### src/rtl/e203_reset_seq_if.sv
// Software-reset request and sequenced reset-output bundle of e203_reset_seq.
// master = requester/observer side, slave = the sequencer.
interface e203_reset_seq_if #(
    parameter int N_CH = 4
);
    logic              test_mode;
    logic              sw_rst_all;
    logic [N_CH-1:0]   sw_rst_req;
    logic [N_CH-1:0]   rst_n_o;
    logic              rst_done;
    logic              busy;

    modport master (
        output test_mode, sw_rst_all, sw_rst_req,
        input  rst_n_o, rst_done, busy
    );

    modport slave (
        input  test_mode, sw_rst_all, sw_rst_req,
        output rst_n_o, rst_done, busy
    );
endinterface

### src/rtl/e203_reset_seq.sv
// Reset sequencer: synchronises rst_n, releases N_CH reset domains one by one
// with a programmable gap, and generates global / per-channel software resets.
//
// state | meaning
// RST   | all channels held; waits for srst_n (or a global sw pulse to expire)
// GAP   | counting down the inter-release gap
// REL   | channel idx just released; advance idx or finish
// DONE  | steady state; software requests accepted here only
module e203_reset_seq #(
    parameter int RST_SYNC_LEVEL = 2,
    parameter int N_CH           = 4,
    parameter int GAP            = 3,
    parameter int SW_PULSE       = 8
) (
    input  logic              clk,
    input  logic              rst_n,
    e203_reset_seq_if.slave   rs
);
    localparam int GW    = $clog2(GAP + 1);
    localparam int SW_W  = $clog2(SW_PULSE + 1);
    localparam int IDX_W = (N_CH > 1) ? $clog2(N_CH) : 1;

    typedef enum logic [1:0] {ST_RST, ST_GAP, ST_REL, ST_DONE} state_t;

    logic [RST_SYNC_LEVEL-1:0] sync_q, sync_d;
    state_t                    state_q, state_d;
    logic [GW-1:0]             gap_cnt_q, gap_cnt_d;
    logic [SW_W-1:0]           all_cnt_q, all_cnt_d;
    logic [SW_W-1:0]           ch_cnt_q [N_CH];
    logic [SW_W-1:0]           ch_cnt_d [N_CH];
    logic [IDX_W-1:0]          idx_q, idx_d;
    logic [N_CH-1:0]           out_q, out_d;
    logic                      done_q, done_d;

    logic                      srst_n;
    logic                      all_acc;
    logic [N_CH-1:0]           req_acc;
    logic                      pulse_busy;

    assign srst_n = sync_q[RST_SYNC_LEVEL-1];

    always_comb begin
        sync_d     = {sync_q[RST_SYNC_LEVEL-2:0], 1'b1};
        state_d    = state_q;
        gap_cnt_d  = gap_cnt_q;
        all_cnt_d  = all_cnt_q;
        idx_d      = idx_q;
        out_d      = out_q;
        pulse_busy = 1'b0;
        for (int i = 0; i < N_CH; i++) begin
            ch_cnt_d[i] = ch_cnt_q[i];
        end

        // sw_rst_all has priority over any per-channel request in the same cycle
        all_acc = (state_q == ST_DONE) && rs.sw_rst_all;
        req_acc = ((state_q == ST_DONE) && !rs.sw_rst_all) ? rs.sw_rst_req : '0;

        for (int i = 0; i < N_CH; i++) begin
            if (ch_cnt_q[i] != '0) begin
                pulse_busy = 1'b1;
            end
            if (req_acc[i]) begin
                ch_cnt_d[i] = SW_W'(SW_PULSE);
                out_d[i]    = 1'b0;
            end else if (ch_cnt_q[i] != '0) begin
                ch_cnt_d[i] = ch_cnt_q[i] - SW_W'(1);
                if (ch_cnt_q[i] == SW_W'(1)) begin
                    out_d[i] = 1'b1;
                end
            end
        end

        case (state_q)
            ST_RST: begin
                if (all_cnt_q != '0) begin
                    all_cnt_d = all_cnt_q - SW_W'(1);
                end else if (srst_n) begin
                    gap_cnt_d = GW'(GAP - 1);
                    state_d   = ST_GAP;
                end
            end
            ST_GAP: begin
                // release is registered on the same edge that leaves GAP
                if (gap_cnt_q == '0) begin
                    out_d[idx_q] = 1'b1;
                    state_d      = ST_REL;
                end else begin
                    gap_cnt_d = gap_cnt_q - GW'(1);
                end
            end
            ST_REL: begin
                if (idx_q == IDX_W'(N_CH - 1)) begin
                    state_d = ST_DONE;
                end else begin
                    idx_d     = idx_q + IDX_W'(1);
                    gap_cnt_d = GW'(GAP - 1);
                    state_d   = ST_GAP;
                end
            end
            ST_DONE: begin
                if (all_acc) begin
                    state_d   = ST_RST;
                    all_cnt_d = SW_W'(SW_PULSE);
                    idx_d     = '0;
                    out_d     = '0;
                    for (int i = 0; i < N_CH; i++) begin
                        ch_cnt_d[i] = '0;
                    end
                end
            end
            default: state_d = ST_RST;
        endcase

        // done rises one edge after the last per-channel pulse has ended
        done_d = (state_d == ST_DONE) && !pulse_busy && (req_acc == '0);
    end

    always_ff @(posedge clk or negedge rst_n) begin
        if (!rst_n) begin
            sync_q    <= '0;
            state_q   <= ST_RST;
            gap_cnt_q <= '0;
            all_cnt_q <= '0;
            idx_q     <= '0;
            out_q     <= '0;
            done_q    <= 1'b0;
            for (int i = 0; i < N_CH; i++) begin
                ch_cnt_q[i] <= '0;
            end
        end else begin
            sync_q    <= sync_d;
            state_q   <= state_d;
            gap_cnt_q <= gap_cnt_d;
            all_cnt_q <= all_cnt_d;
            idx_q     <= idx_d;
            out_q     <= out_d;
            done_q    <= done_d;
            for (int i = 0; i < N_CH; i++) begin
                ch_cnt_q[i] <= ch_cnt_d[i];
            end
        end
    end

    assign rs.rst_n_o  = rs.test_mode ? {N_CH{rst_n}} : out_q;
    assign rs.rst_done = done_q;
    assign rs.busy     = ~done_q;
endmodule

### src/flat_wrapper.sv
// flat-port wrapper written by rule: the top's interface ports become plain ports
module e203_reset_seq_flat 
#(
    parameter int RST_SYNC_LEVEL = 2,
    parameter int N_CH           = 4,
    parameter int GAP            = 3,
    parameter int SW_PULSE       = 8
)
  (clk, rst_n, rs_test_mode, rs_sw_rst_all, rs_sw_rst_req, rs_rst_n_o, rs_rst_done, rs_busy);
  e203_reset_seq_if #(.N_CH(N_CH)) rs_i ();
  input  logic clk;
  input  logic rst_n;
  input wire logic [$bits(rs_i.test_mode)-1:0] rs_test_mode;
  input wire logic [$bits(rs_i.sw_rst_all)-1:0] rs_sw_rst_all;
  input wire logic [$bits(rs_i.sw_rst_req)-1:0] rs_sw_rst_req;
  output wire logic [$bits(rs_i.rst_n_o)-1:0] rs_rst_n_o;
  output wire logic [$bits(rs_i.rst_done)-1:0] rs_rst_done;
  output wire logic [$bits(rs_i.busy)-1:0] rs_busy;
  assign rs_i.test_mode = rs_test_mode;
  assign rs_i.sw_rst_all = rs_sw_rst_all;
  assign rs_i.sw_rst_req = rs_sw_rst_req;
  assign rs_rst_n_o = rs_i.rst_n_o;
  assign rs_rst_done = rs_i.rst_done;
  assign rs_busy = rs_i.busy;
  e203_reset_seq #(.RST_SYNC_LEVEL(RST_SYNC_LEVEL), .N_CH(N_CH), .GAP(GAP), .SW_PULSE(SW_PULSE)) u_core (.clk(clk), .rst_n(rst_n), .rs(rs_i));
endmodule
### config.mk
export PLATFORM = sky130hd
export DESIGN_NAME = e203_reset_seq_flat
export DESIGN_NICKNAME = d
export VERILOG_FILES = /design/src/rtl/e203_reset_seq_if.sv /design/src/rtl/e203_reset_seq.sv /design/src/flat_wrapper.sv
export SDC_FILE = /design/constraint.sdc
export NUM_CORES = 1
export LEC_CHECK = 0
export ABC_CLOCK_PERIOD_IN_PS = 1570
export BUFFER_PORTS_ARGS = -buffer_cell sky130_fd_sc_hd__buf_4
export CELL_PAD_IN_SITES_DETAIL_PLACEMENT = 1
export CELL_PAD_IN_SITES_GLOBAL_PLACEMENT = 1
export CORE_ASPECT_RATIO = 0.8
export CORE_MARGIN = 1.5
export CORE_UTILIZATION = 46
export CTS_CLUSTER_SIZE = 20
export DETAILED_ROUTE_END_ITERATION = 7
export GPL_TIMING_DRIVEN = 0
export PLACE_DENSITY_LB_ADDON = 0.1
export SLEW_MARGIN = 20
export SYNTH_ARGS = -nofsm -noshare
export SYNTH_HDL_FRONTEND = slang
export SYNTH_SLANG_ARGS = --single-unit
### constraint.sdc
create_clock -name clk -period 1.57 [get_ports clk]
set_input_delay 0.157 -clock clk [delete_from_list [all_inputs] [get_ports clk]]
set_output_delay 0.157 -clock clk [all_outputs]
set_load 0.01 [all_outputs]
==> impl_metrics.ini <==
[run_status]
status = finished, final reports clean

[global_route]
grt_usage_pct = 22.0
grt_first_pass_wirelength_um = 7040
antenna_found_initial = 0
grt_overflow = 0
grt_pass1_vias = 1531
grt_max_degree = 34

[power]
p_per_area_nw_per_um2 = 2050
p_clk_share_pct = 18.5
internal-power_mw = 2.69
seqPwrFrac_pct = 36.0
p_leak_nw = 1.05
p_total_mw = 4.47
p_sw_mw = 1.78
sw_frac_of_total_pct = 39.9
pwr-share-comb_pct = 45.5
vdd_drop_max_v = 0.000816

[floorplan]
dieArea_um2 = 4370
core_area_um2 = 3800
start_util_pct = 48.1
fp.dieW_um = 73.5
die_h_um = 59.4
rows = 20
io_pins = 14

[setup_path]
crit_cells = 6
cp_max_fo = 3
cp.required_ns = 1.79
worstSetupStartpointType = flop
cp_num_buf_inv = 1
critPathKind = flop to flop
end_kind = flop
crit_path_max_incr_delay_ns = 0.38
crit_chain = inv_1 -> ha_1 -> nor2b_1 -> a211o_1 -> o21ai_2 -> and4b_1
arrival_ns = 1.68
slowest_stage = dfrtp_1
cp_top_family = flip-flops
rr_endpoint = u_core.rs.rst_done$_DFF_PN0_
rrSetupSlack_ns = 0.11
reg2reg_depth = 6
r2r-start = u_core.gap_cnt_q[0]$_DFFE_PN0P_

[clock_network]
cts_root_buf = clkbuf_8
clock_latency_ns = 0.28
tritoncts = built
cts_made_buffers = 5
path_clk_slew_ns = 0.07
cts.sinks = 33
clockBufferDepth = 2
ctsHtreeMaxLevel = 2
post-cts-setup-buffer-count = 0

[detailed_routing]
drt-pass1-iter-count = 4
via_per_inst = 5.39
drt_iter0_markers = 52
totalWireLength_um = 4320
wl_per_cell_um = 15.8
drc_errors = 0
vias = 1477
ant_nets = 0

[logic_synthesis]
ys_seq_area_share_pct = 45.1
avgSynthCellArea_um2 = 9.33
syn_inst = 196
synth_cell_types = 34
syn_nets = 219
yosysWarnings = 0
syn-cell-area_um2 = 1830
synth_seq_cells = 33

[job]
max_cap_violations = 0

[timing]
rsz0062_at_grt = true
setup_viol = 0
min_period_ns = 1.46
hold_violations = 0
skew_ns = 0.00783
fin_crit_sh_pct = 93.1
fmax_ghz = 0.684
final_max_slew_viol_count = 0

[placed_design]
place.gp.congestion = 0.785
dp.cells = 264
hpwl_um = 3130
io_buffers = 13

[layout]
mostFrequentLayoutCells = dfrtp_1, inv_1, nand2_1
drive_above_1_share_pct = 16.0
instances_no_fill = 274
syn_to_final_growth_pct = 18.9
finish.utilization_pct = 57.2
diodes = 0
final_nets = 241
layout_commonest_cell = dfrtp_1

[worst_hold_path]
holdPathEnd = u_core.ch_cnt_q[7]$_DFF_PN0_
hold_class = input pin to flop
holdPathStages = 3
worstHoldStart = rs_sw_rst_req[2]
## synth_stat cells (all sizes together)
| library cell | number | area (um^2) |
|---|---|---|
| and3b | 2 | 17.5 |
| a21oi | 13 | 65.1 |
| mux2 | 1 | 11.3 |
| nand3 | 5 | 25.0 |
| ha | 15 | 188 |
| a211o | 1 | 8.76 |
| a31oi | 4 | 25.0 |
| buf | 2 | 15.0 |
| xnor2 | 4 | 35.0 |
| nand2b | 3 | 18.8 |
| inv | 22 | 82.6 |
| o21ai | 17 | 88.8 |
| nor2 | 18 | 67.6 |
| and4b | 1 | 10.0 |
| or3 | 3 | 23.8 |
| and3 | 1 | 6.26 |
| nand3b | 3 | 22.5 |
| o41ai | 1 | 8.76 |
| or2 | 1 | 6.26 |
| dfrtp | 33 | 826 |
| mux2i | 3 | 30.0 |
| nor3 | 6 | 35.0 |
| nor4b | 2 | 17.5 |
| nor2b | 4 | 25.0 |
| nor3b | 5 | 52.6 |
| conb | 1 | 3.75 |
| a211oi | 4 | 30.0 |
| nand2 | 20 | 75.1 |
| a2bb2oi | 1 | 8.76 |
## flip-flops by register name, summed over array words and instances (netlist names)
name / cells
u_core.gap_cnt_q: 2
u_core.state_q: 2
u_core.idx_q: 2
u_core.all_cnt_q: 4
u_core.rs.rst_done: 1
u_core.ch_cnt_q: 16
u_core.out_q: 4
u_core.sync_q: 2
## per-layer routing
layer	up-vias	share of wire [%]	global-route usage (%)
li1	707	-	-
met1	754	46	26.6
met2	14	52	38.2
met3	2	1.6	6.29
met4	0	0.49	6.61
met5	-	0	0
## worst max-delay path by stage
stage	start	end	slack (ns)
after floorplan	u_core.all_cnt_q[0]$_DFFE_PN0P_	u_core.all_cnt_q[0]$_DFFE_PN0P_	0.22
after global placement	u_core.ch_cnt_q[0]$_DFF_PN0_	u_core.rs.rst_done$_DFF_PN0_	0.05
after detailed placement	u_core.ch_cnt_q[0]$_DFF_PN0_	u_core.rs.rst_done$_DFF_PN0_	-0.02
after CTS	u_core.gap_cnt_q[0]$_DFFE_PN0P_	u_core.out_q[0]$_DFF_PN0_	0.006
after global routing	u_core.gap_cnt_q[0]$_DFFE_PN0P_	u_core.gap_cnt_q[1]$_DFFE_PN0P_	-0.007
final	u_core.gap_cnt_q[0]$_DFFE_PN0P_	u_core.rs.rst_done$_DFF_PN0_	0.11
## worst register-to-register path, delay by kind of cell, from the launching register on
family | cells | cell delay (ns)
compound gates | 2 | 0.36
fa+ha+maj | 1 | 0.23
buf+inv | 1 | 0.05
flops | 1 | 0.38
simple gates | 2 | 0.38
## through the flow
step / setup slack, ns / setup TNS [ns] / instance area [um^2] / hold WS [ns]
after global routing: -0.00709 / -0.00709 / 2170 / 0.152
after CTS: 0.00642 / 0 / 2140 / 0.145
after global placement: 0.0474 / 0 / 2000 / 0.129
after floorplan: 0.221 / 0 / 1830 / -0.139
final: 0.109 / 0 / 2170 / 0.154
after detailed placement: -0.0194 / -0.0194 / 2000 / 0.135
## power by group through the flow
| stage | clock (mW) | sequential (mW) | combinational [mW] |
|---|---|---|---|
| floorplan | 0 | 1.51 | 1.50 |
| global placement | 0 | 1.56 | 1.78 |
| detailed placement | 0 | 1.60 | 1.97 |
| CTS | 0.848 | 1.59 | 2.01 |
| global route | 0.890 | 1.66 | 2.30 |
| finish | 0.827 | 1.61 | 2.03 |
## logic make-up (layout without fill, tap and decap cells)
logic type      after synthesis  count (layout)  synth area share [%]
fa+ha+maj                    15              15                  10.3
compound gates               41              41                  12.9
mux                           4               4                  2.26
other cells                   1               1                 0.205
flops                        33              33                  45.1
simple gates                 74              74                  22.0
buf+inv                      24              47                  5.33
xor+xnor                      4               4                  1.91
## cell type report
type / count / area [um^2]
Fill cell: 455 / 1630
Multi-Input combinational cell: 139 / 938
Sequential cell: 33 / 826
Timing Repair Buffer: 15 / 128
Clock buffer: 7 / 86.3
Inverter: 22 / 82.6
Tap cell: 55 / 68.8
Clock inverter: 1 / 30.0
Buffer: 2 / 15.0
## repair_timing
| item | CTS | global route |
|---|---|---|
| gates resized for setup | 1 | 6 |
| hold endpoints to repair | 33 | 0 |
| endpoints found under the setup margin | 2 | 8 |
| hold buffers | 2 | 0 |
Note: power is estimated with default switching activity, not from simulation.
